--- config.mk ---
export PLATFORM = sky130hd
export DESIGN_NAME = instr_datapath
export DESIGN_NICKNAME = d
export VERILOG_FILES = /design/src/rtl/instr_datapath.sv
export SDC_FILE = /design/constraint.sdc
export NUM_CORES = 1
export LEC_CHECK = 0
export BUFFER_PORTS_ARGS = -buffer_cell sky130_fd_sc_hd__buf_4
export CORE_ASPECT_RATIO = 1.5
export CORE_UTILIZATION = 39
export CTS_BUF_LIST = sky130_fd_sc_hd__clkbuf_4 sky130_fd_sc_hd__clkbuf_8
export CTS_CLUSTER_DIAMETER = 200
export DETAILED_ROUTE_END_ITERATION = 8
export PLACE_DENSITY_LB_ADDON = 0.1
export SYNTH_ARGS = -nofsm -noshare
export SYNTH_HDL_FRONTEND = slang
export SYNTH_SLANG_ARGS = --single-unit
--- constraint.sdc ---
create_clock -name clk -period 7.01 [get_ports clk]
set_input_delay 0.3505 -clock clk [delete_from_list [all_inputs] [get_ports clk]]
set_output_delay 0.3505 -clock clk [all_outputs]
set_load 0.05 [all_outputs]
--- src/rtl/instr_datapath.sv ---
// instr_datapath: two-stage check/route datapath.
// Each instruction adds data0+data1 and looks up a loadable check table at
// {data0,data1}. It flags ok (sum matches the table) and ovf (carry out). It
// then routes the selected value (sum, table value or data0>data1 compare)
// into one of NCH channel registers, optionally accumulating into that channel.
// Optional feature macro: INSTR_DATAPATH_OVF_CNT_EN enables a saturating
// overflow event counter on ovf_cnt. When it is undefined, ovf_cnt is tied to 0.
module instr_datapath #(
   parameter int WIDTH = 2,
   parameter int NCH   = 2
) (
   input  logic                   clk,
   input  logic                   rst,
   input  logic                   in_valid,
   output logic                   in_ready,
   input  logic [WIDTH-1:0]       data0,
   input  logic [WIDTH-1:0]       data1,
   input  logic [7:0]             instruction,
   input  logic                   tbl_we,
   input  logic [2*WIDTH-1:0]     tbl_addr,
   input  logic [WIDTH-1:0]       tbl_wdata,
   output logic                   out_valid,
   input  logic                   out_ready,
   output logic                   ok,
   output logic                   ovf,
   output logic [7:0]             instr_out,
   output logic [WIDTH-1:0]       result,
   output logic [NCH*WIDTH-1:0]   ch_out,
   output logic [7:0]             ovf_cnt
);

   localparam int CH_BITS = $clog2(NCH);
   localparam int DEPTH   = 1 << (2 * WIDTH);

   // Instruction byte layout. The rsvd bit is carried through to instr_out
   // but otherwise ignored.
   typedef struct packed {
      logic       spc;
      logic       acc;
      logic       mem;
      logic       rsvd;
      logic [3:0] ch;
   } instr_t;

   // Stage 1 holding registers
   logic               s1_valid;
   logic [WIDTH-1:0]   s1_d0;
   logic [WIDTH-1:0]   s1_d1;
   instr_t             s1_instr;

   logic               s2_load;
   logic               accept;

   logic [WIDTH-1:0]   tbl [DEPTH];
   logic [WIDTH-1:0]   ch  [NCH];

   // Stage 2 combinational results
   logic [CH_BITS-1:0] ch_idx;
   logic [WIDTH:0]     sum_full;
   logic [WIDTH:0]     acc_full;
   logic [WIDTH-1:0]   tv;
   logic [WIDTH-1:0]   spc_val;
   logic [WIDTH-1:0]   sel;
   logic [WIDTH-1:0]   nxt_result;
   logic               nxt_ovf;
   logic               nxt_ok;

   // Handshake. S1 may refill in the same cycle that it hands over to S2.
   assign s2_load  = s1_valid & (~out_valid | out_ready);
   assign in_ready = ~s1_valid | s2_load;
   assign accept   = in_valid & in_ready;

   // Stage 1: capture the operands and instruction on accept, empty on hand-over
   // NOTE: clocked state uses non-blocking assignments so every register samples pre-edge values.
   always_ff @(posedge clk) begin
      if (rst) begin
         s1_valid <= 1'b0;
         s1_d0    <= '0;
         s1_d1    <= '0;
         s1_instr <= '0;
      end else if (accept) begin
         s1_valid <= 1'b1;
         s1_d0    <= data0;
         s1_d1    <= data1;
         s1_instr <= instr_t'(instruction);
      end else if (s2_load) begin
         s1_valid <= 1'b0;
      end
   end

   // Check table: write port independent of the pipeline. Read-first behaviour
   // comes from the asynchronous read of the pre-edge contents.
   // NOTE: this memory is reset because the table must read as zero after reset; that forces flops, not RAM.
   always_ff @(posedge clk) begin
      if (rst) begin
         for (int i = 0; i < DEPTH; i++) tbl[i] <= '0;
      end else if (tbl_we) begin
         tbl[tbl_addr] <= tbl_wdata;
      end
   end

   // Stage 2 datapath: compute add, lookup, select and optional accumulate
   // NOTE: every output of this block gets a default first, so no latch is inferred.
   always_comb begin
      ch_idx     = s1_instr.ch[CH_BITS-1:0];
      sum_full   = {1'b0, s1_d0} + {1'b0, s1_d1};
      tv         = tbl[{s1_d0, s1_d1}];
      spc_val    = WIDTH'(s1_d0 > s1_d1);
      nxt_ok     = (sum_full[WIDTH-1:0] == tv);
      sel        = sum_full[WIDTH-1:0];
      if (s1_instr.spc)      sel = spc_val;
      else if (s1_instr.mem) sel = tv;
      // The channel register is read directly. It already holds the
      // preceding instruction's write, so back-to-back accumulates are never stale.
      acc_full   = {1'b0, ch[ch_idx]} + {1'b0, sel};
      nxt_result = sel;
      nxt_ovf    = sum_full[WIDTH];
      if (s1_instr.acc) begin
         nxt_result = acc_full[WIDTH-1:0];
         nxt_ovf    = acc_full[WIDTH];
      end
   end

   // Stage 2 output registers and channel write-back. Outputs hold while stalled.
   always_ff @(posedge clk) begin
      if (rst) begin
         out_valid <= 1'b0;
         ok        <= 1'b0;
         ovf       <= 1'b0;
         instr_out <= '0;
         result    <= '0;
         for (int k = 0; k < NCH; k++) ch[k] <= '0;
      end else if (s2_load) begin
         out_valid  <= 1'b1;
         ok         <= nxt_ok;
         ovf        <= nxt_ovf;
         instr_out  <= s1_instr;
         result     <= nxt_result;
         ch[ch_idx] <= nxt_result;
      end else if (out_ready) begin
         out_valid  <= 1'b0;
      end
   end

   // Flatten the channel registers onto the output bus
   always_comb begin
      ch_out = '0;
      for (int k = 0; k < NCH; k++) ch_out[k*WIDTH +: WIDTH] = ch[k];
   end

`ifdef INSTR_DATAPATH_OVF_CNT_EN
   // Overflow event counter: one count per loaded instruction with ovf, saturating at 255
   always_ff @(posedge clk) begin
      if (rst)
         ovf_cnt <= '0;
      else if (s2_load && nxt_ovf && (ovf_cnt != 8'hFF))
         ovf_cnt <= ovf_cnt + 8'd1;
   end
`else
   assign ovf_cnt = '0;
`endif

endmodule
==> impl_metrics.ini <==
[place]
place_congestion = 0.748
placed_cell_area_um2 = 3640
post-dp-hpwl_mm = 5.04
port_buffers = 40

[finish]
final_cell_mix = buf_4 (41), nand2_1 (38), edfxtp_1 (36)
mostFrequentLayoutCell = buf_4
finalInstanceArea_um2 = 3810
area_growth_pct = 15.2
multi_input_area_um2 = 1470
seqCellArea_um2 = 1700
diodes = 0
drive_gt1_frac = 0.229
nFillCells = 809
nNetsFinal = 374
utilization = 0.470

[flow_run]
drv_cap = 0

[clocking]
hold_buffers = 0
clock-root-buffer = clkbuf_8
cts_tree = yes
cts_setup_buffers = 0
worstSkewPairLatency_ns = 0.36
clockBufferDepth = 2
cts.reportedPaths.clkPinSlew_ns = 0.08
clock_sinks = 67
h-tree-depth = 3
cts_resized = 0
cts_buffers = 9

[grt]
globalRouteOverflowTotal = 0
antenna_found_initial = 0
grt_max_degree = 50
grt_pass1_wl_mm = 11.2
first_global_vias = 2299
grt_usage = 0.171

[synthesis]
ys_types = 42
synth-seq-cells = 67
synthCells = 311
synth_edf_count = 36
avgSynthCellArea_um2 = 10.6
synth-warning-count = 0
synthFlopType = edfxtp_1
synth_area_um2 = 3310
ys_seq_area_frac = 0.514
async_flop_share = 0

[timing]
setup_tns_ns = 0
finalSetupViolations = 0
rsz0062_at_grt = false
max_slew_margin = 0.586
hold_viol = 0
finalCritPeriodShare = 0.462
drv_slew = 0
max_freq_mhz = 309
period_needed_ns = 3.24
finalClockSkew_ns = 0.0105
tightestPinTransition_ns = 0.621

[worst_setup_path]
cp_max_fo = 10
arrival_ns = 3.36
cp-end-kind = flop
startpoint_type = flop
reg2reg_depth = 9
critPathKind = flop to flop
cp.required_ns = 7.13
reg2reg_slack_ns = 3.77
reg2reg_to = ch[1][1]$_SDFFCE_PN0P_

[hold_path]
holdCritPathClass = primary input to flop
worstHoldStart = instruction[6]
hold_path_depth = 3
min_to = s1_instr[6]$_SDFFE_PP0P_

[floorplanning]
rows = 40
io_pins = 49
die_area_um2 = 8860
die_y_um = 115
die_x_um = 77.2
start_util = 0.408
core_um2 = 8110

[route]
vias_per_cell = 4.96
drc_errors = 0
vias = 2256
drt_wl_total_mm = 6.84
first_pass_iters = 4
antenna_left = 0
drtIter0Drc = 91
detail_route.wl_per_cell_um = 15.0

[power_and_ir_drop]
irDropWorstVdd_uv = 109
p_per_area_nw_per_um2 = 226
leakage_nw = 1.43

[status]
run_status = completed
## sequential cells by signal (all words and copies together), names as in the netlist, named ones only
| name | cells |
|---|---|
| out_valid | 1 |
| ok | 1 |
| instr_out | 8 |
| s1_instr | 7 |
| ovf | 1 |
| s1_d0 | 2 |
| s1_d1 | 2 |
| tbl | 32 |
| s1_valid | 1 |
| result | 2 |
| ch_idx | 1 |
| ch | 4 |
## cells in the mapped netlist, drive strengths merged, types with 2 or more instances
| cell | count | area share |
|---|---|---|
| a211oi | 2 | 0.0045 |
| a21oi | 25 | 0.038 |
| and2 | 33 | 0.062 |
| buf | 12 | 0.026 |
| clkbuf | 13 | 0.015 |
| dfxtp | 31 | 0.19 |
| edfxtp | 36 | 0.33 |
| fa | 2 | 0.012 |
| ha | 4 | 0.015 |
| inv | 7 | 0.0079 |
| mux2i | 9 | 0.031 |
| mux4 | 10 | 0.075 |
| nand2 | 38 | 0.043 |
| nand2b | 5 | 0.0095 |
| nand3 | 13 | 0.020 |
| nor2 | 19 | 0.022 |
| nor2b | 4 | 0.0076 |
| nor3 | 8 | 0.012 |
| o21ai | 2 | 0.0030 |
| or2 | 16 | 0.030 |
| or3 | 3 | 0.0057 |
| xnor2 | 3 | 0.0079 |
| xor2 | 2 | 0.0053 |
## worst max path at each step
stage	from	cells past startpoint	end	slack (ns)
floorplan	flop	10	ch[1][1]$_SDFFCE_PN0P_	4.23
global placement	flop	9	ch[1][1]$_SDFFCE_PN0P_	3.92
detailed placement	flop	9	ch[1][1]$_SDFFCE_PN0P_	3.81
CTS	flop	9	ch[1][1]$_SDFFCE_PN0P_	3.76
global route	flop	9	ch[1][1]$_SDFFCE_PN0P_	3.47
finish	flop	9	ch[1][1]$_SDFFCE_PN0P_	3.77
## per-stage QoR
stage	instances	setup WS [ns]	hold slack, ns	power, mW
floorplan	318	4.23	0.432	0.546
global placement	439	3.92	0.440	0.579
detailed placement	439	3.81	0.442	0.580
CTS	455	3.76	0.225	0.872
global route	455	3.47	0.251	0.897
finish	455	3.77	0.243	0.860
## routing by layer
layer | share of wire | routed length (um) | track usage
met4 | 0.022 | 150 | 0.0868
met1 | 0.38 | 2590 | 0.168
met5 | 0 | 0 | 0
met2 | 0.57 | 3890 | 0.330
met3 | 0.030 | 208 | 0.0389
## cell type report
class / count / area share
clock buffers: 9 / 0.0325
clock inverters: 7 / 0.0128
inverters: 7 / 0.00690
multi-input cells: 219 / 0.386
flip-flops and latches: 67 / 0.447
well taps: 105 / 0.0345
repair buffers: 41 / 0.0808
## cell families (layout without fill, tap and decap cells)
kind of cell    count (synthesis)  in the layout  share of synthesized area
buf+inv                        32             64                     0.0492
other cells                     1              8                    0.00113
simple gates                  143            143                      0.221
flops                          67             67                      0.514
fa+ha+maj                       6              6                     0.0272
mux                            20             20                      0.109
compound gates                 37             37                     0.0647
xor+xnor                        5              5                     0.0132
## power breakdown
| group | internal, mW | switching [mW] | total, mW |
|---|---|---|---|
| Sequential | 0.433 | 0.0154 | 0.449 |
| Clock | 0.130 | 0.161 | 0.291 |
| Combinational | 0.0486 | 0.0718 | 0.120 |
| Total | 0.612 | 0.248 | 0.860 |
## worst max-delay path: stages, from the launching register on
cell and delay, ns:
dfxtp_1 0.60, mux4_1 0.60, mux2i_1 0.23, mux2i_1 0.16, mux2i_1 0.15, mux2i_1 0.09, ha_1 0.21, inv_1 0.06
fa_1 0.44, a2111oi_0 0.46
No activity file was read; power rests on OpenSTA's default activity.
